**src/rtl/ni_cmd_intf_if.sv**
```systemverilog
// NI controller command bus: the asynchronous NI pins plus the register-bank side.
// The slave modport is the command interface; the master modport is the NI/bank side.
interface ni_cmd_intf_if #(
    parameter int MAX_BYTES = 3
);
    logic [7:0]             ad_in;
    logic                   ale;
    logic                   mod_sel;
    logic                   cmd_stb;
    logic [5:0]             cmd_idx;
    logic [1:0]             cmd_mod;
    logic [8*MAX_BYTES-1:0] cmd_data;
    logic                   rd_req;
    logic [7:0]             rd_data;
    logic                   rd_valid;
    logic [7:0]             ad_out;
    logic                   ad_oe;
    logic [3:0]             err;
    logic                   busy;

    modport slave (
        input  ad_in, ale, mod_sel, rd_data, rd_valid,
        output cmd_stb, cmd_idx, cmd_mod, cmd_data, rd_req, ad_out, ad_oe, err, busy
    );

    modport master (
        output ad_in, ale, mod_sel, rd_data, rd_valid,
        input  cmd_stb, cmd_idx, cmd_mod, cmd_data, rd_req, ad_out, ad_oe, err, busy
    );
endinterface

```
**src/rtl/ni_cmd_intf.sv**
```systemverilog
// Decodes NI controller header/data bytes into command strobes and serves read data.
// Optional transaction timeout is built only when NI_INTF_TMO_EN is defined.
module ni_cmd_intf #(
    parameter int                   NUM_CMD   = 19,
    parameter int                   MAX_BYTES = 3,
    parameter logic [3*NUM_CMD-1:0] CMD_LEN   = {NUM_CMD{3'd1}},
    parameter logic [NUM_CMD-1:0]   RD_MASK   = '0,
    parameter int                   TMO_CYC   = 1024
) (
    input logic          clk,
    input logic          rst,
    ni_cmd_intf_if.slave bus
);
    typedef enum logic [2:0] {IDLE, HDR, DATA, RDWAIT, RDDRV, DRAIN} state_t;

    state_t                 r_state;
    logic [7:0]             r_ad_p0, r_ad_p1;
    logic                   r_ale_p0, r_ale_p1, r_ale_p2;
    logic                   r_sel_p0, r_sel_p1, r_sel_p2;
    logic                   r_cmd_stb, r_rd_req, r_ad_oe;
    logic [5:0]             r_cmd_idx;
    logic [1:0]             r_cmd_mod;
    logic [8*MAX_BYTES-1:0] r_cmd_data;
    logic [7:0]             r_ad_out;
    logic [3:0]             r_err;
    logic [2:0]             r_cnt, r_len;

    logic       w_ale_fall, w_sel_rise, w_sel_fall, w_tmo_hit;
    logic       w_hdr_ok, w_hdr_rd;
    logic [7:0] w_byte;
    logic [5:0] w_idx;
    logic [2:0] w_hdr_len;

    function automatic logic [2:0] len_of(input logic [5:0] idx);
        logic [2:0] v;
        v = '0;
        for (int i = 0; i < NUM_CMD; i++)
            if (idx == 6'(i)) v = CMD_LEN[3*i +: 3];
        return v;
    endfunction

    function automatic logic is_rd(input logic [5:0] idx);
        logic v;
        v = 1'b0;
        for (int i = 0; i < NUM_CMD; i++)
            if (idx == 6'(i)) v = RD_MASK[i];
        return v;
    endfunction

    // Edges are taken from the synchronized copies; the byte is the synchronized bus.
    assign w_ale_fall = r_ale_p2 & ~r_ale_p1;
    assign w_sel_rise = ~r_sel_p2 & r_sel_p1;
    assign w_sel_fall = r_sel_p2 & ~r_sel_p1;
    assign w_byte     = r_ad_p1;
    assign w_idx      = w_byte[7:2];
    assign w_hdr_ok   = (32'(w_idx) < NUM_CMD);
    assign w_hdr_rd   = is_rd(w_idx);
    assign w_hdr_len  = len_of(w_idx);

`ifdef NI_INTF_TMO_EN
    localparam int TW = $clog2(TMO_CYC + 1);
    logic [TW-1:0] r_tmo;

    // Cleared outside the timed states and on every accepted byte.
    always_ff @(posedge clk) begin
        if (rst || !(r_state inside {HDR, DATA, RDWAIT}) ||
            (w_ale_fall && !w_sel_fall && (r_state inside {HDR, DATA})))
            r_tmo <= '0;
        else
            r_tmo <= r_tmo + 1'b1;
    end

    assign w_tmo_hit = (r_tmo == TW'(TMO_CYC - 1));
`else
    assign w_tmo_hit = (TMO_CYC < 0);
`endif

    always_ff @(posedge clk) begin
        if (rst) begin
            r_state    <= IDLE;
            r_ad_p0    <= '0;
            r_ad_p1    <= '0;
            r_ale_p0   <= 1'b0;
            r_ale_p1   <= 1'b0;
            r_ale_p2   <= 1'b0;
            r_sel_p0   <= 1'b0;
            r_sel_p1   <= 1'b0;
            r_sel_p2   <= 1'b0;
            r_cmd_stb  <= 1'b0;
            r_rd_req   <= 1'b0;
            r_ad_oe    <= 1'b0;
            r_cmd_idx  <= '0;
            r_cmd_mod  <= '0;
            r_cmd_data <= '0;
            r_ad_out   <= '0;
            r_err      <= '0;
            r_cnt      <= '0;
            r_len      <= '0;
        end else begin
            r_ad_p0   <= bus.ad_in;
            r_ad_p1   <= r_ad_p0;
            r_ale_p0  <= bus.ale;
            r_ale_p1  <= r_ale_p0;
            r_ale_p2  <= r_ale_p1;
            r_sel_p0  <= bus.mod_sel;
            r_sel_p1  <= r_sel_p0;
            r_sel_p2  <= r_sel_p1;
            r_cmd_stb <= 1'b0;
            r_rd_req  <= 1'b0;
            r_err     <= '0;
            // A coincident mod_sel fall always takes precedence over the ale fall.
            case (r_state)
                IDLE: if (w_sel_rise) r_state <= HDR;
                HDR: begin
                    if (w_sel_fall) begin
                        r_err[0] <= 1'b1;
                        r_state  <= IDLE;
                    end else if (w_ale_fall) begin
                        r_cmd_idx  <= w_idx;
                        r_cmd_mod  <= w_byte[1:0];
                        r_cmd_data <= '0;
                        r_cnt      <= '0;
                        r_len      <= w_hdr_len;
                        if (!w_hdr_ok) begin
                            r_err[2] <= 1'b1;
                            r_state  <= DRAIN;
                        end else if (w_hdr_rd) begin
                            r_rd_req <= 1'b1;
                            r_state  <= RDWAIT;
                        end else if (w_hdr_len == 3'd0) begin
                            r_cmd_stb <= 1'b1;
                            r_state   <= DRAIN;
                        end else begin
                            r_state <= DATA;
                        end
                    end else if (w_tmo_hit) begin
                        r_err[3] <= 1'b1;
                        r_state  <= DRAIN;
                    end
                end
                DATA: begin
                    if (w_sel_fall) begin
                        r_err[0] <= 1'b1;
                        r_state  <= IDLE;
                    end else if (w_ale_fall) begin
                        for (int k = 0; k < MAX_BYTES; k++)
                            if (r_cnt == 3'(k)) r_cmd_data[8*k +: 8] <= w_byte;
                        r_cnt <= r_cnt + 3'd1;
                        if (r_cnt + 3'd1 == r_len) begin
                            r_cmd_stb <= 1'b1;
                            r_state   <= DRAIN;
                        end
                    end else if (w_tmo_hit) begin
                        r_err[3] <= 1'b1;
                        r_state  <= DRAIN;
                    end
                end
                RDWAIT: begin
                    if (w_sel_fall) begin
                        r_err[0] <= 1'b1;
                        r_state  <= IDLE;
                    end else begin
                        if (w_ale_fall) r_err[1] <= 1'b1;
                        if (bus.rd_valid) begin
                            r_ad_out <= bus.rd_data;
                            r_ad_oe  <= 1'b1;
                            r_state  <= RDDRV;
                        end else if (w_tmo_hit) begin
                            r_err[3] <= 1'b1;
                            r_state  <= DRAIN;
                        end
                    end
                end
                RDDRV: begin
                    if (w_sel_fall) begin
                        r_ad_oe <= 1'b0;
                        r_state <= IDLE;
                    end else if (w_ale_fall) begin
                        r_err[1] <= 1'b1;
                    end
                end
                DRAIN: begin
                    if (w_sel_fall) r_state <= IDLE;
                    else if (w_ale_fall) r_err[1] <= 1'b1;
                end
                default: r_state <= IDLE;
            endcase
        end
    end

    assign bus.cmd_stb  = r_cmd_stb;
    assign bus.cmd_idx  = r_cmd_idx;
    assign bus.cmd_mod  = r_cmd_mod;
    assign bus.cmd_data = r_cmd_data;
    assign bus.rd_req   = r_rd_req;
    assign bus.ad_out   = r_ad_out;
    assign bus.ad_oe    = r_ad_oe;
    assign bus.err      = r_err;
    assign bus.busy     = (r_state != IDLE);
endmodule

```
**src/flat_wrapper.sv**
```systemverilog
// flat-port wrapper written by rule: the top's interface ports become plain ports
module ni_cmd_intf_flat 
#(
    parameter int                   NUM_CMD   = 19,
    parameter int                   MAX_BYTES = 3,
    parameter logic [3*NUM_CMD-1:0] CMD_LEN   = {NUM_CMD{3'd1}},
    parameter logic [NUM_CMD-1:0]   RD_MASK   = '0,
    parameter int                   TMO_CYC   = 1024
)
  (clk, rst, bus_ad_in, bus_ale, bus_mod_sel, bus_rd_data, bus_rd_valid, bus_cmd_stb, bus_cmd_idx, bus_cmd_mod, bus_cmd_data, bus_rd_req, bus_ad_out, bus_ad_oe, bus_err, bus_busy);
  ni_cmd_intf_if #(.MAX_BYTES(MAX_BYTES)) bus_i ();
  input logic clk;
  input logic rst;
  input wire logic [$bits(bus_i.ad_in)-1:0] bus_ad_in;
  input wire logic [$bits(bus_i.ale)-1:0] bus_ale;
  input wire logic [$bits(bus_i.mod_sel)-1:0] bus_mod_sel;
  input wire logic [$bits(bus_i.rd_data)-1:0] bus_rd_data;
  input wire logic [$bits(bus_i.rd_valid)-1:0] bus_rd_valid;
  output wire logic [$bits(bus_i.cmd_stb)-1:0] bus_cmd_stb;
  output wire logic [$bits(bus_i.cmd_idx)-1:0] bus_cmd_idx;
  output wire logic [$bits(bus_i.cmd_mod)-1:0] bus_cmd_mod;
  output wire logic [$bits(bus_i.cmd_data)-1:0] bus_cmd_data;
  output wire logic [$bits(bus_i.rd_req)-1:0] bus_rd_req;
  output wire logic [$bits(bus_i.ad_out)-1:0] bus_ad_out;
  output wire logic [$bits(bus_i.ad_oe)-1:0] bus_ad_oe;
  output wire logic [$bits(bus_i.err)-1:0] bus_err;
  output wire logic [$bits(bus_i.busy)-1:0] bus_busy;
  assign bus_i.ad_in = bus_ad_in;
  assign bus_i.ale = bus_ale;
  assign bus_i.mod_sel = bus_mod_sel;
  assign bus_i.rd_data = bus_rd_data;
  assign bus_i.rd_valid = bus_rd_valid;
  assign bus_cmd_stb = bus_i.cmd_stb;
  assign bus_cmd_idx = bus_i.cmd_idx;
  assign bus_cmd_mod = bus_i.cmd_mod;
  assign bus_cmd_data = bus_i.cmd_data;
  assign bus_rd_req = bus_i.rd_req;
  assign bus_ad_out = bus_i.ad_out;
  assign bus_ad_oe = bus_i.ad_oe;
  assign bus_err = bus_i.err;
  assign bus_busy = bus_i.busy;
  ni_cmd_intf #(.NUM_CMD(NUM_CMD), .MAX_BYTES(MAX_BYTES), .CMD_LEN(CMD_LEN), .RD_MASK(RD_MASK), .TMO_CYC(TMO_CYC)) u_core (.clk(clk), .rst(rst), .bus(bus_i));
endmodule
```
**config.mk**
```make
export PLATFORM = sky130hd
export DESIGN_NAME = ni_cmd_intf_flat
export DESIGN_NICKNAME = d
export VERILOG_FILES = /design/src/rtl/ni_cmd_intf_if.sv /design/src/rtl/ni_cmd_intf.sv /design/src/flat_wrapper.sv
export SDC_FILE = /design/constraint.sdc
export NUM_CORES = 1
export LEC_CHECK = 0
export ABC_CLOCK_PERIOD_IN_PS = 1800
export BUFFER_PORTS_ARGS = -buffer_cell sky130_fd_sc_hd__buf_2
export CAP_MARGIN = 20
export CORE_MARGIN = 1
export CORE_UTILIZATION = 47
export CTS_CLUSTER_SIZE = 10
export DETAILED_ROUTE_END_ITERATION = 8
export PLACE_DENSITY = 0.74
export SYNTH_ARGS = -nofsm -noshare
export SYNTH_HDL_FRONTEND = slang
export SYNTH_SLANG_ARGS = --single-unit
```
**constraint.sdc**
```tcl
create_clock -name clk -period 1.8 [get_ports clk]
set_clock_uncertainty 0.05 [all_clocks]
set_input_delay 0.09 -clock clk [delete_from_list [all_inputs] [get_ports clk]]
set_output_delay 0.09 -clock clk [all_outputs]
set_load 0.005 [all_outputs]
```
=== After elaboration in Yosys (flattened, before gate mapping) ===
Index checks and enable logic that the tools add are counted.

* Add/subtract/negate cells: 1
* Magnitude comparators: 1
* Equal/unequal tests: 42
* Multiplexer cells: 59
* Bitwise logic cells: 11
* Reduce and logical (&&, ||, !) cells: 22

{| class="wikitable"
|+ Operator list
! cell !! number
|-
| $mux W3 || 33
|-
| $mux W24 || 4
|-
| $eq A6 B4 Y1 const B || 8
|-
| $pmux W24 S2 || 1
|-
| $eq A6 B3 Y1 const B || 4
|-
| $mux W8 || 3
|-
| $reduce_and A6 Y1 || 4
|-
| $eq A6 B5 Y1 const B || 3
|-
| $ne A2 B1 Y1 const B || 8
|-
| $pmux W3 S5 || 1
|-
| $mux W1 || 14
|-
| $eq A6 B2 Y1 const B || 2
|-
| $eq A3 B2 Y1 const B || 3
|-
| $logic_not A3 Y1 || 3
|-
| $ne A3 B1 Y1 const B || 3
|-
| $reduce_or A3 Y1 || 3
|-
| $ne A2 B2 Y1 const B || 4
|-
| $not A1 Y1 || 8
|-
| $eq A3 B1 Y1 const B || 2
|-
| $eq A3 B3 Y1 const B || 2
|-
| $eq A6 B1 Y1 const B || 1
|-
| $logic_not A6 Y1 || 1
|-
| $lt A6 B5 Y1 const B || 1
|-
| $pmux W3 S2 || 1
|-
| other kinds (12) || 19
|}

* Register bits after elaboration: 77
* Input port bits: 21
* Logic and storage cells: 159

=== Logic depth before layout (Yosys ltp) ===
* Depth after elaboration: 26
* Depth in mapped cells: 7
* Mapped depth without buffers: 6

=== Least setup slack after synthesis ===
No wires, ideal clock.

* Kind: flip-flop to flip-flop
* Start: register u_core.r_cnt[0]
* End: register u_core.r_state[2]
* Library setup time: 0.074 ns
* Arrival: 1.644 ns
* Slack: 0.032 ns
* Stages on the path, launching flop included: 7
* Buffers on the path: 0
* Cells stage by stage: dfxtp_1 -> inv_1 -> ha_1 -> o311ai_1 -> o2111ai_1 -> o31a_1 -> nor3_2

* Cells in the longest elaborated chain, start to end: 4

{| class="wikitable"
|+ RTL lines
! item !! line !! text
|-
| start, declared || ni_cmd_intf.sv:26 || <nowiki>logic [2:0] r_cnt, r_len;</nowiki>
|-
| start signal, assigned || ni_cmd_intf.sv:148 || <nowiki>r_cnt <= r_cnt + 3'd1;</nowiki>
|-
| $add A3 B1 Y3 || ni_cmd_intf.sv:149 || <nowiki>if (r_cnt + 3'd1 == r_len) begin</nowiki>
|-
| $eq A3 B3 Y1 || ni_cmd_intf.sv:149 ||
|-
| $ne A3 B1 Y1 (no source line) || n/a ||
|-
| $reduce_and A6 Y1 (no source line) || n/a ||
|-
| end signal, assigned || ni_cmd_intf.sv:151 || <nowiki>r_state <= DRAIN;</nowiki>
|-
| end signal, assigned || ni_cmd_intf.sv:155 || <nowiki>r_state <= DRAIN;</nowiki>
|-
| end signal, assigned || ni_cmd_intf.sv:161 || <nowiki>r_state <= IDLE;</nowiki>
|-
| end, declared || ni_cmd_intf.sv:16 || <nowiki>state_t r_state;</nowiki>
|}

No other way between the ends.
A chain may end at the register's enable or synchronous reset.

=== Worst setup path after layout ===
* Start: register u_core.r_sel_p1
* End: register u_core.r_cmd_idx[0], in the netlist u_core.bus.cmd_idx[0]

* Cells in the longest elaborated chain, start to end: 4

{| class="wikitable"
|+ RTL lines
! item !! line !! text
|-
| start, declared || ni_cmd_intf.sv:19 || <nowiki>logic r_sel_p0, r_sel_p1, r_sel_p2;</nowiki>
|-
| start signal, assigned || ni_cmd_intf.sv:106 || <nowiki>r_sel_p1 <= r_sel_p0;</nowiki>
|-
| $not A1 Y1 || ni_cmd_intf.sv:53 || <nowiki>assign w_sel_fall = r_sel_p2 & ~r_sel_p1;</nowiki>
|-
| $and A1 B1 Y1 || ni_cmd_intf.sv:53 ||
|-
| $not A1 Y1 (no source line) || n/a ||
|-
| $reduce_and A3 Y1 (no source line) || n/a ||
|-
| end signal, assigned || ni_cmd_intf.sv:119 || <nowiki>r_cmd_idx <= w_idx;</nowiki>
|-
| end, declared || ni_cmd_intf.sv:21 || <nowiki>logic [5:0] r_cmd_idx;</nowiki>
|}

No other way between the ends.

==> impl_metrics.ini <==
[status]
status = finished, final reports clean

[worst_hold_path]
whs_path_depth = 2
whs_endpoint = u_core.bus.ad_oe
min_path_type = in2reg
min-delay-start = rst

[floorplan]
die_h_um = 80.2
die-area_sq_um = 6430
fp-row-count = 28
io_pins = 69
dieWidth_um = 80.2
fp.coreArea_sq_um = 5920
start_util_pct = 48.5

[power]
fin_total_pwr_mw = 3.82
ir_drop_v = 0.000532
powerDensity_nw_per_um2 = 992
leakagePower_nw = 1.60

[critical_path]
worstPathRequired_ns = 1.97
setup.worst_path.class = reg2reg
reg2reg_slack_ns = 0.09
cp_max_fo = 10
setup.worst_path.end_class = flip-flop
start_kind = flip-flop
critPathLaunch = u_core.r_sel_p1
r2r_cells = 5
rr_endpoint = u_core.bus.cmd_idx[0]
r2r_start = u_core.r_sel_p1
cp.arrival_ns = 1.88

[place]
placedCellCount = 428
pre_cts_slack_ns = -0.0708
io_buffers = 66
gp_congestion = 0.930
hpwl_um = 4000

[sta]
period_needed_ns = 1.71
fin_ws_ns = 0.0924
final-setup-viol-count = 0
max_freq_mhz = 586
timing.hold.ws_ns = 0.105
min_period_over_period_pct = 94.9
maxSlewViolCount = 0
finalHoldViolCount = 0

[drt]
wl_per_cell_um = 13.2
remaining_drc_errors = 0
finalWirelength_um = 6140
drtIter0Drc = 121
vias_per_cell = 4.89
vias = 2278
dr.pass1.iters = 4
ant_nets = 0

[clock_tree]
numCtsBuffers = 9
clk_pin_slew_worst_paths_ns = 0.07
cts_sinks = 74
cts_root_buffer = clkbuf_8
cts.path.max_buffers = 2
clk_latency_ns = 0.33
ctsHtreeMaxLevel = 3
cts_tree = done

[logic_synthesis]
synthFlopType = dfxtp_1
synthArstFlopShare_pct = 0
ys_warn_count = 0
ys_ff_latch = 74
yosysSeqAreaShare_pct = 51.5
yosys.area.top_type = dfxtp_1
syn_inst = 292
synth_top_area_share_pct = 51.5
syn_avg_cell_area_sq_um = 9.84
synth_area_leaders = dfxtp_1 (52%), mux2i_1 (11%), nor2_1 (5.4%), nor2b_1 (5.0%), nand2_1 (2.9%)
ys_types = 46
synth_edf_count = 0
syn_area_sq_um = 2870

[global_route]
grt_pass1_vias = 2099
grt.total_usage_pct = 20.0
grt_max_degree = 56
grt_pass1_wl_um = 9680
grt-ovfl-total = 0
antenna_found_initial = 0

[finish]
drive_gt1_share_pct = 28.9
final_nets = 411
final_cells = 466
area_delta_synth_final_pct = 33.9
n_antenna_cell = 0
fillerInstances = 484

[job]
drv_cap = 0
-- placed cells by master, fill, tap and decap left out, drive strengths merged, types with 2 or more instances in the layout --
cell and n:
inv 5, o21ai 3, nand3b 2, conb 2
nor4 2, buf 81, nand3 4, a21oi 19
dlygate4sd3 18, mux2i 32, o2111ai 2, dfxtp 74
o21bai 2, bufinv 3, clkbuf 12, nand2 25
nor2 42, or3 2, nand2b 4, a21o 2
nor2b 23, and2 8, nor3b 2, ha 4
nor3 4, xor2 2
-- flip-flops by register name, summed over array words and instances (netlist names), 2 cells and up --
register             count
u_core.r_ad_p1           8
u_core.r_state           3
u_core.bus.cmd_idx       6
u_core.bus.ad_out        8
u_core.r_ad_p0           8
u_core.bus.cmd_data     24
u_core.r_cnt             3
u_core.bus.err           3
u_core.bus.cmd_mod       2
-- worst max-delay path: stages, from the launching register on --
cell and delay (ns):
dfxtp_1 0.34, nand2b_1 0.31, nand3_2 0.24, or2_1 0.42, nand2_1 0.14, a21oi_1 0.08
-- layer usage --
layer	share of wire [%]	wire length [um]	vias up	global-route usage [%]
met1	46	2810	1060	24.1
met3	3.2	197	11	5.11
li1	-	-	1156	-
met4	1.7	106	0	9.29
met2	49	3020	51	33.2
met5	0	0	-	0
-- where the power goes --
part / internal (mW) / leakage, nW / total (mW) / switching, mW
Combinational: 0.243 / 0.874 / 0.547 / 0.305
Clock: 0.963 / 0.121 / 1.55 / 0.584
Sequential: 1.68 / 0.602 / 1.72 / 0.0393
Total: 2.89 / 1.60 / 3.82 / 0.928
-- how the worst max path moves through the flow --
stage / to / slack [ns]
after global placement: u_core.r_state[2] / 0.003
after floorplan: u_core.r_state[2] / 0.03
final: u_core.bus.cmd_idx[0] / 0.09
after detailed placement: u_core.r_state[2] / -0.07
after CTS: u_core.bus.cmd_data[15] / 0.0006
after global routing: u_core.bus.cmd_data[10] / -0.01
-- repair_timing --
| item | in CTS | in global routing |
|---|---|---|
| pin swaps | 0 | 3 |
| hold endpoints to repair | 18 | 0 |
| setup endpoints to repair | 3 | 27 |
| hold buffers | 18 | 0 |
| buffers inserted | 0 | 4 |
| resized for setup | 4 | 4 |
-- cells in the mapped netlist, types with 2 or more instances --
| master | instances |
|---|---|
| a21oi_1 | 16 |
| nor2b_1 | 23 |
| or3_1 | 2 |
| nand2b_1 | 4 |
| o21bai_1 | 2 |
| xor2_1 | 2 |
| inv_1 | 5 |
| nand2_2 | 3 |
| nor2_1 | 41 |
| ha_1 | 4 |
| nand3b_1 | 2 |
| nand3_1 | 3 |
| mux2i_1 | 32 |
| nand2_1 | 22 |
| o2111ai_1 | 2 |
| buf_1 | 3 |
| buf_4 | 2 |
| buf_2 | 3 |
| clkbuf_1 | 8 |
| a21o_1 | 2 |
| o21ai_1 | 2 |
| a21oi_4 | 3 |
| dfxtp_1 | 74 |
| nor3_1 | 3 |
| and2_1 | 8 |
-- kinds of logic (layout without fill, tap and decap cells) --
logic type / Yosys count / in the layout / synth area share [%]
compound gates: 33 / 33 / 8.14
xor+xnor: 3 / 3 / 0.914
fa+ha+maj: 4 / 4 / 1.74
buf+inv: 22 / 120 / 3.53
flops: 74 / 74 / 51.5
mux: 32 / 32 / 11.1
other cells: 1 / 2 / 0.130
simple gates: 123 / 123 / 22.9
-- through the flow --
step	setup TNS, ns	util (%)	instance area, sq um
floorplan	0	-	2880
global placement	0	56.0	3310
detailed placement	-0.0967	56.0	3310
CTS	0	63.5	3760
global route	-0.0180	65.0	3850
finish	0	65.0	3850
-- layout make-up --
| cell class | count | area, sq um | share of cell area (%) |
|---|---|---|---|
| sequential | 74 | 1480 | 38.6 |
| multi-input combinational | 197 | 1330 | 34.7 |
| timing repair buffer | 99 | 673 | 17.5 |
| clock buffer | 12 | 145 | 3.77 |
| clock inverter | 4 | 98.8 | 2.57 |
| tap | 75 | 93.8 | 2.44 |
| inverter | 5 | 18.8 | 0.488 |
Note: power is estimated with default switching activity, not from simulation.
